--- src/rtl/unmac_div_if.sv ---
// -----------------------------------------------------------------------------
// unmac_div_if -- operand / result bundle for the unmac_div divider.
//
// Carries both valid/ready handshakes and their payloads:
//   i_mac, i_add, i_divisor, i_valid, o_ready : operand side (into divider)
//   o_quotient, o_remainder, o_ovf, o_dbz,
//   o_valid, i_ready                          : result side (out of divider)
//   i_tc (only with UNMAC_TC_EN)              : two's-complement select
//
// Modports:
//   slave  : the divider itself
//   master : the block that supplies operands and consumes results
//
// Optional feature macro: UNMAC_TC_EN (adds i_tc).
// -----------------------------------------------------------------------------
interface unmac_div_if #(
    parameter int A_WIDTH = 16,
    parameter int B_WIDTH = 16,
    parameter int P_WIDTH = 32
);
    logic [P_WIDTH-1:0] i_mac;
    logic [P_WIDTH-1:0] i_add;
    logic [B_WIDTH-1:0] i_divisor;
    logic               i_valid;
    logic               o_ready;
`ifdef UNMAC_TC_EN
    logic               i_tc;
`endif
    logic               o_valid;
    logic               i_ready;
    logic [A_WIDTH-1:0] o_quotient;
    logic [B_WIDTH-1:0] o_remainder;
    logic               o_ovf;
    logic               o_dbz;

    modport slave (
`ifdef UNMAC_TC_EN
        input  i_tc,
`endif
        input  i_mac,
        input  i_add,
        input  i_divisor,
        input  i_valid,
        output o_ready,
        output o_valid,
        input  i_ready,
        output o_quotient,
        output o_remainder,
        output o_ovf,
        output o_dbz
    );

    modport master (
`ifdef UNMAC_TC_EN
        output i_tc,
`endif
        output i_mac,
        output i_add,
        output i_divisor,
        output i_valid,
        input  o_ready,
        input  o_valid,
        output i_ready,
        input  o_quotient,
        input  o_remainder,
        input  o_ovf,
        input  o_dbz
    );
endinterface

--- src/rtl/unmac_div.sv ---
// -----------------------------------------------------------------------------
// unmac_div -- recovers the multiplicand from a 16x16+32 MAC result.
//
// Computes D = i_mac - i_add (mod 2^P_WIDTH) and divides D by i_divisor with
// an iterative restoring divider, one quotient bit per clock.
//
// Ports:
//   clk    : clock, rising edge
//   reset  : asynchronous, active-low; clears all state and outputs
//   bus    : unmac_div_if.slave -- operand handshake (i_valid/o_ready),
//            result handshake (o_valid/i_ready), quotient, remainder,
//            overflow and divide-by-zero flags
//
// Latency from the accepting edge (edge 0): result valid after edge
// P_WIDTH+1 normally, after edge 2 for a zero divisor.
//
// Optional feature macro: UNMAC_TC_EN -- adds bus.i_tc; when set, D and the
// divisor are treated as two's complement (truncating quotient, remainder
// takes the sign of D).
// -----------------------------------------------------------------------------
module unmac_div #(
    parameter int A_WIDTH = 16,
    parameter int B_WIDTH = 16,
    parameter int P_WIDTH = 32    // must equal A_WIDTH + B_WIDTH
) (
    input  logic       clk,
    input  logic       reset,
    unmac_div_if.slave bus
);
    localparam int CNT_W = $clog2(P_WIDTH);

    typedef enum logic [1:0] {
        IDLE,
        SUB,
        DIV,
        DONE
    } state_t;

    state_t             state_q;
    logic [P_WIDTH-1:0] mac_q;
    logic [P_WIDTH-1:0] add_q;
    // Holds the raw divisor after capture, its magnitude once SUB has run.
    logic [B_WIDTH-1:0] div_q;
    // Dividend shift register; quotient bits shift in at the LSB as dividend
    // bits leave at the MSB, so after P_WIDTH steps it holds the quotient.
    logic [P_WIDTH-1:0] dq_q;
    logic [B_WIDTH-1:0] rem_q;
    logic [CNT_W-1:0]   cnt_q;
    logic               dbz_q;
    logic               q_neg_q;
    logic               r_neg_q;
`ifdef UNMAC_TC_EN
    logic               tc_q;
`endif

    logic               o_valid_q;
    logic [A_WIDTH-1:0] o_quotient_q;
    logic [B_WIDTH-1:0] o_remainder_q;
    logic               o_ovf_q;
    logic               o_dbz_q;

    // Combinational datapath
    logic [P_WIDTH-1:0] diff_d;
    logic [P_WIDTH-1:0] dmag_d;
    logic [B_WIDTH-1:0] dvs_mag_d;
    logic               d_neg_d;
    logic               v_neg_d;
    logic [B_WIDTH:0]   shift_d;
    logic               qbit_d;
    logic [B_WIDTH-1:0] rem_d;
    logic [P_WIDTH-1:0] qfull_d;
    logic [P_WIDTH-1:0] qres_d;
    logic [B_WIDTH-1:0] rres_d;
    logic               ovf_d;

`ifdef UNMAC_TC_EN
    // Magnitude of the most negative A_WIDTH-bit value.
    localparam logic [P_WIDTH-1:0] SMIN_MAG = P_WIDTH'(1) << (A_WIDTH - 1);
`endif

    always_comb begin
        diff_d = mac_q - add_q;
`ifdef UNMAC_TC_EN
        d_neg_d = tc_q & diff_d[P_WIDTH-1];
        v_neg_d = tc_q & div_q[B_WIDTH-1];
`else
        d_neg_d = 1'b0;
        v_neg_d = 1'b0;
`endif
        dmag_d    = d_neg_d ? (P_WIDTH'(0) - diff_d) : diff_d;
        dvs_mag_d = v_neg_d ? (B_WIDTH'(0) - div_q) : div_q;

        // One restoring step: the B_WIDTH+1 bit trial remainder is compared
        // against the divisor; the result always fits back in B_WIDTH bits.
        shift_d = {rem_q, dq_q[P_WIDTH-1]};
        qbit_d  = (shift_d >= {1'b0, div_q});
        rem_d   = shift_d[B_WIDTH-1:0] - (qbit_d ? div_q : B_WIDTH'(0));
        qfull_d = {dq_q[P_WIDTH-2:0], qbit_d};

        // Sign fix-up applied on the final step so latency is unchanged.
        qres_d = q_neg_q ? (P_WIDTH'(0) - qfull_d) : qfull_d;
        rres_d = r_neg_q ? (B_WIDTH'(0) - rem_d) : rem_d;

`ifdef UNMAC_TC_EN
        if (tc_q) begin
            ovf_d = q_neg_q ? (qfull_d > SMIN_MAG) : (qfull_d >= SMIN_MAG);
        end else begin
            ovf_d = |qfull_d[P_WIDTH-1:A_WIDTH];
        end
`else
        ovf_d = |qfull_d[P_WIDTH-1:A_WIDTH];
`endif
    end

    always_ff @(posedge clk or negedge reset) begin
        if (!reset) begin
            state_q       <= IDLE;
            mac_q         <= '0;
            add_q         <= '0;
            div_q         <= '0;
            dq_q          <= '0;
            rem_q         <= '0;
            cnt_q         <= '0;
            dbz_q         <= 1'b0;
            q_neg_q       <= 1'b0;
            r_neg_q       <= 1'b0;
`ifdef UNMAC_TC_EN
            tc_q          <= 1'b0;
`endif
            o_valid_q     <= 1'b0;
            o_quotient_q  <= '0;
            o_remainder_q <= '0;
            o_ovf_q       <= 1'b0;
            o_dbz_q       <= 1'b0;
        end else begin
            case (state_q)
                IDLE: begin
                    if (bus.i_valid) begin
                        mac_q   <= bus.i_mac;
                        add_q   <= bus.i_add;
                        div_q   <= bus.i_divisor;
`ifdef UNMAC_TC_EN
                        tc_q    <= bus.i_tc;
`endif
                        state_q <= SUB;
                    end
                end

                SUB: begin
                    rem_q   <= '0;
                    cnt_q   <= CNT_W'(P_WIDTH - 1);
                    q_neg_q <= d_neg_d ^ v_neg_d;
                    r_neg_q <= d_neg_d;
                    if (div_q == '0) begin
                        // Raw D is kept so its low bits can be reported.
                        dbz_q <= 1'b1;
                        dq_q  <= diff_d;
                    end else begin
                        dbz_q <= 1'b0;
                        dq_q  <= dmag_d;
                        div_q <= dvs_mag_d;
                    end
                    state_q <= DIV;
                end

                DIV: begin
                    if (dbz_q) begin
                        // Zero divisor: single pass through DIV publishes the
                        // status result, giving a two-edge latency.
                        o_quotient_q  <= '1;
                        o_remainder_q <= dq_q[B_WIDTH-1:0];
                        o_ovf_q       <= 1'b0;
                        o_dbz_q       <= 1'b1;
                        o_valid_q     <= 1'b1;
                        state_q       <= DONE;
                    end else begin
                        rem_q <= rem_d;
                        dq_q  <= qfull_d;
                        cnt_q <= cnt_q - CNT_W'(1);
                        if (cnt_q == '0) begin
                            o_quotient_q  <= qres_d[A_WIDTH-1:0];
                            o_remainder_q <= rres_d;
                            o_ovf_q       <= ovf_d;
                            o_dbz_q       <= 1'b0;
                            o_valid_q     <= 1'b1;
                            state_q       <= DONE;
                        end
                    end
                end

                DONE: begin
                    // No operand acceptance here, whatever i_valid does.
                    if (bus.i_ready) begin
                        o_valid_q <= 1'b0;
                        state_q   <= IDLE;
                    end
                end

                default: state_q <= IDLE;
            endcase
        end
    end

    // Gated by reset so every output reads 0 while reset is held.
    assign bus.o_ready     = reset & (state_q == IDLE);
    assign bus.o_valid     = o_valid_q;
    assign bus.o_quotient  = o_quotient_q;
    assign bus.o_remainder = o_remainder_q;
    assign bus.o_ovf       = o_ovf_q;
    assign bus.o_dbz       = o_dbz_q;

endmodule
--- src/flat_wrapper.sv ---
// flat-port wrapper written by rule: the top's interface ports become plain ports
module unmac_div_flat 
#(
    parameter int A_WIDTH = 16,
    parameter int B_WIDTH = 16,
    parameter int P_WIDTH = 32                                   
)
  (clk, reset, bus_i_mac, bus_i_add, bus_i_divisor, bus_i_valid, bus_o_ready, bus_o_valid, bus_i_ready, bus_o_quotient, bus_o_remainder, bus_o_ovf, bus_o_dbz);
  unmac_div_if #(.A_WIDTH(A_WIDTH), .B_WIDTH(B_WIDTH), .P_WIDTH(P_WIDTH)) bus_i ();
  input  logic clk;
  input  logic reset;
  input wire logic [$bits(bus_i.i_mac)-1:0] bus_i_mac;
  input wire logic [$bits(bus_i.i_add)-1:0] bus_i_add;
  input wire logic [$bits(bus_i.i_divisor)-1:0] bus_i_divisor;
  input wire logic [$bits(bus_i.i_valid)-1:0] bus_i_valid;
  output wire logic [$bits(bus_i.o_ready)-1:0] bus_o_ready;
  output wire logic [$bits(bus_i.o_valid)-1:0] bus_o_valid;
  input wire logic [$bits(bus_i.i_ready)-1:0] bus_i_ready;
  output wire logic [$bits(bus_i.o_quotient)-1:0] bus_o_quotient;
  output wire logic [$bits(bus_i.o_remainder)-1:0] bus_o_remainder;
  output wire logic [$bits(bus_i.o_ovf)-1:0] bus_o_ovf;
  output wire logic [$bits(bus_i.o_dbz)-1:0] bus_o_dbz;
  assign bus_i.i_mac = bus_i_mac;
  assign bus_i.i_add = bus_i_add;
  assign bus_i.i_divisor = bus_i_divisor;
  assign bus_i.i_valid = bus_i_valid;
  assign bus_o_ready = bus_i.o_ready;
  assign bus_o_valid = bus_i.o_valid;
  assign bus_i.i_ready = bus_i_ready;
  assign bus_o_quotient = bus_i.o_quotient;
  assign bus_o_remainder = bus_i.o_remainder;
  assign bus_o_ovf = bus_i.o_ovf;
  assign bus_o_dbz = bus_i.o_dbz;
  unmac_div #(.A_WIDTH(A_WIDTH), .B_WIDTH(B_WIDTH), .P_WIDTH(P_WIDTH)) u_core (.clk(clk), .reset(reset), .bus(bus_i));
endmodule
--- config.mk ---
export PLATFORM = sky130hd
export DESIGN_NAME = unmac_div_flat
export DESIGN_NICKNAME = d
export VERILOG_FILES = /design/src/rtl/unmac_div_if.sv /design/src/rtl/unmac_div.sv /design/src/flat_wrapper.sv
export SDC_FILE = /design/constraint.sdc
export NUM_CORES = 1
export LEC_CHECK = 0
export ABC_AREA = 1
export BUFFER_PORTS_ARGS = -buffer_cell sky130_fd_sc_hd__buf_2
export CAP_MARGIN = 20
export CELL_PAD_IN_SITES_DETAIL_PLACEMENT = 2
export CELL_PAD_IN_SITES_GLOBAL_PLACEMENT = 2
export CORE_ASPECT_RATIO = 1.1
export CORE_MARGIN = 4
export CORE_UTILIZATION = 25
export CTS_CLUSTER_DIAMETER = 150
export DETAILED_ROUTE_END_ITERATION = 6
export PLACE_DENSITY_LB_ADDON = 0.1
export SLEW_MARGIN = 20
export SYNTH_ARGS = -nofsm -noshare
export SYNTH_HDL_FRONTEND = slang
export SYNTH_SLANG_ARGS = --single-unit
--- constraint.sdc ---
create_clock -name clk -period 6.48 [get_ports clk]
set_input_delay 0 -clock clk [delete_from_list [all_inputs] [get_ports clk]]
set_output_delay 0 -clock clk [all_outputs]
set_load 0.01 [all_outputs]
Word-level counts from Yosys, hierarchy flattened
Index checks and enable logic that the tools add are counted.
{ "op_classes": {"add_sub_neg": 3, "n_lt_le_gt_ge": 1, "n_eq_ne": 7, "mux": 25, "n_bitwise": 1, "reduce_logical": 12} }
{ "op_table": {"columns": ["op", "count"], "rows": [
  ["$mux W16", 6],
  ["$pmux W32 S2", 1],
  ["$mux W32", 1],
  ["$pmux W16 S2", 1],
  ["$sub A32 B32 Y32", 1],
  ["$ge A17 B16 Y1", 1],
  ["$logic_not A16 Y1", 1],
  ["$reduce_or A16 Y1", 1],
  ["$sub A16 B16 Y16", 1],
  ["$pmux W5 S2", 1],
  ["$mux W1", 8],
  ["$mux W2", 4],
  ["$pmux W2 S4", 1],
  ["$ne A2 B2 Y1 const B", 3],
  ["$reduce_and A2 Y1", 3],
  ["$reduce_and A3 Y1", 2],
  ["$reduce_bool A2 Y1", 3],
  ["$logic_not A5 Y1", 1],
  ["$mux W5", 1],
  ["$sub A5 B1 Y5 const B", 1],
  ["$eq A2 B2 Y1 const B", 2],
  ["$ne A3 B1 Y1 const B", 1],
  ["$eq A2 B1 Y1 const B", 1],
  ["$logic_not A2 Y1", 1],
  ["other kinds (2)", 2]
]} }
{ "word_totals": {"ff_bits": 171, "input_bits": 84, "output_inout_bits": 36, "elab_cells": 62} }

Depth between registers and ports, before layout
Gate-level depths: netlist (run 1).
{ "logic_depth": {"depth_word": 5, "mapped_depth": 26, "depth_no_buf": 25} }

Worst setup path before layout (run 1)
No wires, ideal clock.
{ "synth_timing": {"kind": "reg2reg", "from": "register u_core.div_q[15]", "to": "register u_core.o_remainder_q[11], in the netlist u_core.bus.o_remainder[11]", "setup_time_ns": 0.120, "arrival_ns": 2.769, "required_ns": 6.360, "setup_slack_ns": 3.591, "path_stages_with_launch": 21, "path_buffers": 2, "synth_period_minus_slack_ns": 2.889, "path_cell_list": "dfrtp_1 inv_1 ha_1 nand2_1 nor2_1 nand2_1 nor2_1 nand2_1 nand4_1 buf_4 buf_2 nand2_1 ha_1 a21oi_1 o21a_1 o21ai_2 nand2_1 nand2_1 or2_2 nand3_1 nand2_1"} }
{ "synth_via": {"elab_chain_cells": 5} }
{ "synth_lines": {"columns": ["item", "line", "source"], "rows": [
  ["start: declaration", "unmac_div.sv:43", "logic [B_WIDTH-1:0] div_q;"],
  ["start signal: assignment", "unmac_div.sv:141", "div_q <= bus.i_divisor;"],
  ["start signal: assignment", "unmac_div.sv:161", "div_q <= dvs_mag_d;"],
  ["$ge A17 B16 Y1", "unmac_div.sv:96", "qbit_d = (shift_d >= {1'b0, div_q});"],
  ["$mux W16", "unmac_div.sv:97", "rem_d = shift_d[B_WIDTH-1:0] - (qbit_d ? div_q : B_WIDTH'(0));"],
  ["$sub A16 B16 Y16", "unmac_div.sv:97", null],
  ["$mux W16", "unmac_div.sv:180", "if (cnt_q == '0) begin"],
  ["$mux W16", "unmac_div.sv:167", "if (dbz_q) begin"],
  ["end signal: assignment", "unmac_div.sv:171", "o_remainder_q <= dq_q[B_WIDTH-1:0];"],
  ["end signal: assignment", "unmac_div.sv:182", "o_remainder_q <= rres_d;"],
  ["end: declaration", "unmac_div.sv:58", "logic [B_WIDTH-1:0] o_remainder_q;"]
]} }
Every way passes these cells. The select of a mux whose other input is x is not followed.
A chain may end at the register's enable or synchronous reset.

Worst setup path in the final report (run 1)
{ "layout_timing": {"from": "register u_core.div_q[15]", "to": "register u_core.rem_q[10]"} }
{ "layout_via": {"elab_chain_cells": 5} }
{ "layout_lines": {"columns": ["item", "line", "source"], "rows": [
  ["$ge A17 B16 Y1", "unmac_div.sv:96", null],
  ["$mux W16", "unmac_div.sv:97", null],
  ["$sub A16 B16 Y16", "unmac_div.sv:97", null],
  ["$mux W16", "unmac_div.sv:167", null],
  ["$pmux W16 S2", "unmac_div.sv:136", "case (state_q)"],
  ["end signal: assignment", "unmac_div.sv:177", "rem_q <= rem_d;"],
  ["end: declaration", "unmac_div.sv:47", "logic [B_WIDTH-1:0] rem_q;"]
]} }
Every way passes these cells. The select of a mux whose other input is x is not followed.

==> results of run 1 <==
## how the worst min path moves through the flow
stage	startpoint	endpoint	slack [ns]	cells past startpoint
floorplan	reset	u_core.add_q[0]$_DFFE_PN0P_	-0.30	0
global placement	reset	u_core.bus.o_dbz$_DFFE_PN0P_	0.1	1
detailed placement	reset	u_core.bus.o_quotient[5]$_DFFE_PN0P_	0.10	1
CTS	bus_i_ready	u_core.bus.o_valid$_DFFE_PN0P_	0.0003	6
global route	bus_i_ready	u_core.bus.o_valid$_DFFE_PN0P_	0.07	6
finish	bus_i_ready	u_core.bus.o_valid$_DFFE_PN0P_	0.02	6
## through the flow
step	cell area [µm²]	power (mW)	setup WS, ns	cells	hold slack [ns]
2_1_floorplan	10200	4.83	3.59	1296	-0.296
3_3_place_gp	11300	6.38	2.37	1895	0.0979
3_5_place_dp	11300	6.48	2.23	1895	0.105
4_1_cts	12800	7.66	2.20	2009	0.000329
5_1_grt	12800	8.30	2.19	2010	0.0695
6_report	12800	7.46	2.60	2010	0.0235
## worst max-delay path: stages (launching register included)
cell and delay, ns:
dfrtp_1 0.40, inv_1 0.11, ha_1 0.33, nand2_1 0.06
nor2_1 0.11, nand2_1 0.07, nor2_1 0.11, nand2_1 0.06
nand4_1 0.37, buf_6 0.23, nand2_1 0.08, inv_1 0.09
ha_1 0.14, inv_1 0.05, fa_1 0.41, nand3_1 0.09
nand2_1 0.08, nand3_1 0.08, nand2_1 0.16, a21o_1 0.22
xnor2_1 0.33, o21ai_0 0.15
## cell usage in the layout, fill, tap and decap left out, drive strengths merged, types with 3 or more instances in the layout
cell	synthesis	routed
a21o	5	5
a21oi	120	120
a22oi	13	13
a31oi	3	3
buf	15	124
clkbuf	22	19
clkinv	0	4
clkinvlp	0	3
dfrtp	171	171
dlygate4sd3	0	83
ha	70	70
inv	159	162
mux2	33	33
nand2	293	293
nand3	64	64
nand4	13	13
nor2	143	143
nor3	15	15
nor4	3	3
o211ai	7	7
o21ai	106	106
o21bai	4	4
o31ai	3	3
xnor2	9	9
xor2	12	12
## report_power, final
group          switching [mW]  internal (mW)  total, mW
registers               0.287           1.51       1.80
clock network           0.493          0.591       1.08
logic                    3.05           1.53       4.58
total                    3.83           3.63       7.46
## metal layers
metal | track usage (%) | share of wire [%] | vias to the layer above
li1 | - | - | 4623
met1 | 20.7 | 42 | 4729
met2 | 32.7 | 53 | 100
met3 | 2.35 | 2.8 | 31
met4 | 4.73 | 1.5 | 0
met5 | 0 | 0 | -
## registers in the layout, indices dropped and copies added (netlist names)
register / count
u_core.add_q: 32
u_core.bus.o_dbz: 1
u_core.bus.o_ovf: 1
u_core.bus.o_quotient: 16
u_core.bus.o_remainder: 16
u_core.bus.o_valid: 1
u_core.cnt_q: 5
u_core.dbz_q: 1
u_core.div_q: 16
u_core.dq_q: 32
u_core.mac_q: 32
u_core.rem_q: 16
u_core.state_q: 2
## cell families after synthesis
kind of cell | count (synthesis) | share of synthesized area, %
AOI/OAI and AO/OA | 269 | 14.8
xor gates and xnor gates | 21 | 1.80
adders and majority gates | 72 | 8.95
buffers and inverters | 196 | 7.61
DFF | 171 | 41.8
muxes | 33 | 3.63
and+or+nand+nor | 534 | 21.4
## layout make-up
cell class                 count  share of cell area [%]
tap                          513                    5.02
timing repair buffer         207                    11.5
clock inverter                12                    1.10
clock buffer                  19                    3.55
multi-input combinational    929                    40.6
inverter                     159                    4.69
sequential                   171                    33.5
==> metrics.yaml, run 1 <==
cts_buffers: 17
r2r-end: "u_core.rem_q[10]$_DFFE_PN0P_"
synth-edff-count: 0
rsz0062_at_grt: "no"
status: "finished clean"
finalCritPeriodShare_pct: 59.9
finClkSkew_ns: 0.0131
final_nets: 1641
dieArea_um2: 44300
multiInputGateArea_um2: 5190
synth_top_area_share_pct: 41.8
post_cts_buffers: 0
ys_seq_area_share_pct: 41.8
synth_area_leaders: "dfrtp_1 42%, nand2_1 11%, ha_1 8.6%, a21oi_1 5.8%, inv_1 5.6%"
drt-wirelength-per-cell_um: 18.5
synth_most_common_cell: "nand2_1"
cp_data_required_time_ns: 6.80
synth-seq-cells: 171
leakage_nw: 6.44
antenna_found_initial: 1
design.core.area_um2: 40400
cap_viol_max_count: 0
synth_largest_area_cell: "dfrtp_1"
cts_tree: "done"
initial_utilization_pct: 25.4
port_buffers: 119
ctsHoldBuffers: 83
yosysUniqueCellTypes: 48
dp_hpwl_um: 28200
cts-root-buf: "clkbuf_16"
post_cts_resize_count: 0
antenna_left: 0
worstSetupStartpointType: "flop"
period_minus_slack_ns: 3.88
drtPass1Iterations: 4
worstHoldPathType: "in -> reg"
numClockSinks: 171
grt_pass1_wl_um: 59900
grt_pass1_vias: 10600
crit_start: "u_core.div_q[15]$_DFFE_PN0P_"
fmax_mhz: 258
slew_headroom_pct: 41.9
synthFlopType: "dfrtp_1"
cts.path.max_buffers: 2
netlist_top_cells_count: "292 x nand2_1, 171 x dfrtp_1, 153 x inv_1, 140 x nor2_1, 118 x a21oi_1"
antennaDiodeCount: 0
postSynth.asyncResetShare_pct: 100
hold_viol: 0
row_count: 77
drive_gt1_share_pct: 14.3
clk_pin_slew_worst_paths_ns: 0.07
die_h_um: 220
endpoint: "u_core.rem_q[10]$_DFFE_PN0P_"
worstSkewPairLatency_ns: 0.47
vias_per_cell: 4.72
max-vdd-ir-drop_mv: 0.233
num-fill-cells: 4728
worst_pin_slew_ns: 0.863
ff2ff_path_depth: 21
synthCells: 1296
die_x_um: 201
r2r_slack_ns: 2.60
syn_nets: 1452
htree_num_levels: 4
r2r_start: "u_core.div_q[15]$_DFFE_PN0P_"
track_usage_pct: 17.3
synth_warnings: 0
end_kind: "flop"
power.density_nw_per_um2: 584
drc: 0
setup_violations: 0
syn_area_per_cell_um2: 7.90
criticalPathCategory: "reg -> reg"
drv_slew: 0
vias: 9483
cp_max_fo: 11
finalSetupTns_ns: 0
area_growth_pct: 24.8
postLayoutCoreUtil_pct: 31.6
routabilityCongestion: 0.779
wirelength_um: 37200
cp.arrival_ns: 4.20
syn_area_um2: 10200
drtIter0Drc: 281
grt_overflow: 0
grt_max_degree: 73
seqCellArea_um2: 4280
ios: 120
(Power assumes the default switching activity.)
==> run 2, diff against run 1 <==
Clock period 6.48 ns to 3.9 ns, I/O delays scaled along.
==> metrics.yaml, run 2 (same netlist as run 1, synthesis figures left out) <==
finClkSkew_ns: 0.00950
design.core.area_um2: 40400
ff2ff_path_depth: 23
vias_per_cell: 4.72
die_h_um: 220
status: "finished clean"
whs_ns: 0.0234
finalCritPeriodShare_pct: 87.7
r2r-end: "u_core.bus.o_remainder[12]$_DFFE_PN0P_"
drtIter0Drc: 299
slew_headroom_pct: 36.2
antennaDiodeCount: 0
holdPathStages: 6
cp.arrival_ns: 3.77
worstSetupStartpointType: "flop"
max-vdd-ir-drop_mv: 0.380
wirelength_um: 37200
worstHoldPathType: "in -> reg"
final_nets: 1648
post_cts_resize_count: 0
cts_tree: "done"
final_common_cell: "nand2_1"
dieArea_um2: 44300
cts.path.max_buffers: 2
port_buffers: 119
criticalPathCategory: "reg -> reg"
fmax_mhz: 292
finalSetupTns_ns: 0
setup_violations: 0
row_count: 77
cp_max_fo: 12
initial_utilization_pct: 25.4
cap_viol_max_count: 0
drt-wirelength-per-cell_um: 18.5
track_usage_pct: 17.3
r2r_slack_ns: 0.48
grt_pass1_wl_um: 59800
ios: 120
power.density_nw_per_um2: 968
hold_viol: 0
worstSkewPairLatency_ns: 0.46
clk_pin_slew_worst_paths_ns: 0.07
worst_pin_slew_ns: 0.948
drtPass1Iterations: 4
grt_max_degree: 100
leakage_nw: 6.49
antenna_left: 0
numClockSinks: 171
dp_hpwl_um: 28400
antenna_found_initial: 1
vias: 9525
area_growth_pct: 25.6
r2r_start: "u_core.div_q[15]$_DFFE_PN0P_"
die_x_um: 201
cts-root-buf: "clkbuf_16"
grt_overflow: 0
drc: 0
final_cell_mix: "291 x nand2_1, 171 x dfrtp_1, 153 x inv_1"
routabilityCongestion: 0.822
cp_data_required_time_ns: 4.25
top_regs: "u_core.add_q x32, u_core.dq_q x32, u_core.mac_q x32"
rsz0062_at_grt: "no"
drive_gt1_share_pct: 14.6
end_kind: "flop"
htree_num_levels: 4
holdPathEnd: "u_core.bus.o_valid$_DFFE_PN0P_"
grt_pass1_vias: 10600
hold_start: "bus_i_ready"
cts_buffers: 17
drv_slew: 0
period_minus_slack_ns: 3.42
num-fill-cells: 4654
run 2: cell count changes in the layout (fill, tap and decap cells not counted), sizes merged:
cell / before / now
bufinv: 2 / 3
inv: 162 / 163
buf: 124 / 131
clkinv: 4 / 3
clkinvlp: 3 / 2
run 2: worst max-delay path by stage:
| stage | from | endpoint | slack [ns] | cells past startpoint |
|---|---|---|---|---|
| floorplan | u_core.div_q[15]$_DFFE_PN0P_ | u_core.bus.o_remainder[11]$_DFFE_PN0P_ | 1.01 | 20 |
| global placement | u_core.div_q[15]$_DFFE_PN0P_ | u_core.rem_q[8]$_DFFE_PN0P_ | 0.55 | 22 |
| detailed placement | u_core.div_q[15]$_DFFE_PN0P_ | u_core.bus.o_remainder[12]$_DFFE_PN0P_ | 0.48 | 23 |
| CTS | u_core.div_q[15]$_DFFE_PN0P_ | u_core.rem_q[10]$_DFFE_PN0P_ | 0.46 | 21 |
| global route | u_core.div_q[15]$_DFFE_PN0P_ | u_core.rem_q[8]$_DFFE_PN0P_ | 0.19 | 22 |
| finish | u_core.div_q[15]$_DFFE_PN0P_ | u_core.bus.o_remainder[12]$_DFFE_PN0P_ | 0.48 | 23 |
run 2: cell type report:
type / instances / area (µm²) / area share, %
inverters: 159 / 599 / 4.66
flip-flops and latches: 171 / 4280 / 33.3
clock buffers: 19 / 433 / 3.37
well taps: 513 / 642 / 4.99
clock inverters: 12 / 163 / 1.26
multi-input cells: 929 / 5190 / 40.3
repair buffers: 214 / 1560 / 12.1
run 2: where the power goes:
part	internal [mW]	switching (mW)	total (mW)	leakage (nW)
sequential	2.51	0.468	2.98	2.08
combinational	2.61	5.04	7.65	4.13
clock	1.01	0.812	1.83	0.285
run 2: what timing repair did:
| item | CTS | global route |
|---|---|---|
| hold buffers | 83 | 0 |
| hold endpoints to repair | 173 | 0 |
| buffers inserted | 0 | 0 |
run 2: metrics by stage:
step	instance area (µm²)	worst slack (ns)	total power, mW	utilization, %	cells
2_1_floorplan	10200	1.01	8.03	-	1296
3_3_place_gp	11400	0.555	10.6	28.3	1903
3_5_place_dp	11400	0.477	10.8	28.3	1903
4_1_cts	12900	0.461	12.8	31.9	2017
5_1_grt	12900	0.192	13.9	31.9	2017
6_report	12900	0.480	12.4	31.9	2017
run 2: per-layer routing:
metal	share of wire (%)	global-route usage, %
met5	0	0
met4	2.0	5.35
met3	2.0	2.26
met2	53	32.5
met1	43	20.6
run 2: worst max-delay path, stage by stage, from the launching register on:
cell,delay (ns)
dfrtp_1,0.39
inv_1,0.10
ha_1,0.32
nand2_1,0.06
nor2_1,0.14
nand2_1,0.09
nor2_1,0.09
nand2_1,0.06
nand4_1,0.11
buf_4,0.23
nand2_1,0.09
inv_1,0.08
ha_1,0.13
inv_1,0.04
fa_1,0.40
nand3_1,0.09
nand2_1,0.09
nand3_1,0.08
nand2_1,0.13
a21o_1,0.23
nand3_1,0.10
nand3_1,0.09
nand3_1,0.11
nand2_1,0.05
==> run 3, diff against run 2 <==
Settings changed: CORE_ASPECT_RATIO 1.1 to default, CTS_BUF_LIST from default to sky130_fd_sc_hd__clkbuf_16.
==> metrics.yaml, run 3 (same netlist as run 1, synthesis figures left out) <==
status: "finished clean"
cp_max_fo: 13
routabilityCongestion: 0.776
fmax_mhz: 283
period_minus_slack_ns: 3.54
drt-wirelength-per-cell_um: 18.2
drtIter0Drc: 342
cp.arrival_ns: 3.86
antenna_left: 0
rsz0062_at_grt: "no"
port_buffers: 119
cts_buffers: 17
finalCritPeriodShare_pct: 90.7
endpoint: "u_core.rem_q[10]$_DFFE_PN0P_"
die_h_um: 210
cp_slowest_cell: "dfrtp_1"
area_growth_pct: 26.4
clk_pin_slew_worst_paths_ns: 0.08
max_stage_delay_ns: 0.40
wirelength_um: 37000
antenna_found_initial: 0
antennaDiodeCount: 0
end_kind: "flop"
final_cell_mix: "291 x nand2_1, 171 x dfrtp_1, 154 x inv_1"
leakage_nw: 6.53
htree_num_levels: 4
setup_violations: 0
initial_utilization_pct: 25.5
grt_overflow: 0
r2r_slack_ns: 0.36
final_nets: 1652
dieArea_um2: 44300
vias_per_cell: 4.66
die_x_um: 210
crit_start: "u_core.div_q[4]$_DFFE_PN0P_"
critical-path-top-delay-family: "simple AND/OR/NAND/NOR gates"
cp_data_required_time_ns: 4.22
grt_max_degree: 98
finalPower_mw: 12.6
r2r_start: "u_core.div_q[4]$_DFFE_PN0P_"
cts.path.max_buffers: 2
worstHoldPathType: "in -> async"
criticalPathCategory: "reg -> reg"
drv_slew: 0
vias: 9475
drc: 0
track_usage_pct: 16.9
cts_tree: "done"
finalSetupTns_ns: 0
post_cts_resize_count: 0
grt_pass1_vias: 10600
slew_headroom_pct: 47.5
ios: 120
crit_top_cell: "nand2_1"
crit_buf_inv: 4
worst_pin_slew_ns: 0.787
final_common_cell: "nand2_1"
r2r-end: "u_core.rem_q[10]$_DFFE_PN0P_"
row_count: 73
top_regs: "u_core.add_q x32, u_core.dq_q x32, u_core.mac_q x32"
worstSetupStartpointType: "flop"
finClkSkew_ns: 0.0199
max-vdd-ir-drop_mv: 0.356
power.density_nw_per_um2: 974
cts-root-buf: "clkbuf_16"
dp_hpwl_um: 27900
design.core.area_um2: 40100
grt_pass1_wl_um: 59100
drive_gt1_share_pct: 14.9
crit_chain: "inv_1 -> ha_1 -> nand2_1 -> nor2_1 -> nand2_1 -> nor2_1 -> nand2_1 -> nand4_1 -> buf_12 -> nand2_1 -> inv_1 -> ha_1 -> inv_1 -> fa_1 -> nand3_1 -> nand2_1 -> nand3_1 -> nand2_1 -> a21o_1 -> xnor2_1 -> o21ai_0"
numClockSinks: 171
hold_viol: 0
cp.depth: 21
ff2ff_path_depth: 21
cap_viol_max_count: 0
worstSkewPairLatency_ns: 0.46
drtPass1Iterations: 4
## run 3: cell count changes in the layout (fill, tap and decap cells not counted)
cell,previous run,this run
inv_6,4,3
buf_4,9,14
clkinv_8,0,1
buf_12,3,2
clkbuf_1,2,0
inv_1,153,154
inv_8,0,1
bufinv_16,3,4
## run 3: cell type report
type | instances | area, µm²
tap | 525 | 657
sequential | 171 | 4280
inverter | 159 | 599
multi-input combinational | 929 | 5190
clock inverter | 15 | 215
timing repair buffer | 218 | 1580
fill | 4573 | 27200
clock buffer | 17 | 425
## run 3: worst register-to-register path: stages (launching register included)
cell and delay (ns):
dfrtp_1 0.40, inv_1 0.08, ha_1 0.32, nand2_1 0.08, nor2_1 0.16, nand2_1 0.08, nor2_1 0.10, nand2_1 0.06
nand4_1 0.13, buf_12 0.16, nand2_1 0.06, inv_1 0.07, ha_1 0.14, inv_1 0.04, fa_1 0.40, nand3_1 0.09
nand2_1 0.09, nand3_1 0.10, nand2_1 0.17, a21o_1 0.23, xnor2_1 0.29, o21ai_0 0.14
## run 3: metrics by stage
stage	setup WS [ns]	cells	area [µm²]	utilization, %	hold slack (ns)
finish	0.361	2034	12900	32.3	0.130
global route	0.0609	2034	12900	32.3	0.209
CTS	0.0829	2032	12900	32.2	0.157
detailed placement	0.153	1917	11400	28.5	0.0850
global placement	0.273	1917	11400	28.5	0.0890
floorplan	1.01	1296	10200	-	-0.296
## run 3: power breakdown
group | internal [mW] | switching, mW
Sequential | 2.51 | 0.488
Clock | 1.09 | 0.849
Combinational | 2.62 | 5.05
Total | 6.22 | 6.39
## run 3: layer usage
layer	track usage, %	vias up	part of all wire (%)
met5	0	-	0
li1	-	4644	-
met1	21.1	4731	44
met2	31.3	82	53
met4	3.67	0	1.0
met3	2.14	18	2.0
## run 3: how the worst min path moves through the flow
stage	from	endpoint	slack [ns]
3_3_place_gp	reset	u_core.bus.o_dbz$_DFFE_PN0P_	0.09
5_1_grt	reset	u_core.bus.o_dbz$_DFFE_PN0P_	0.21
3_5_place_dp	reset	u_core.bus.o_dbz$_DFFE_PN0P_	0.09
4_1_cts	reset	u_core.bus.o_dbz$_DFFE_PN0P_	0.16
6_report	reset	u_core.bus.o_dbz$_DFFE_PN0P_	0.13
2_1_floorplan	reset	u_core.add_q[0]$_DFFE_PN0P_	-0.30
## run 3: repair_timing
action | 4_1_cts | 5_1_grt
endpoints found under the hold margin | 157 | 0
endpoints found under the setup margin | 0 | 10
setup buffers | 0 | 2
hold buffers | 83 | 0
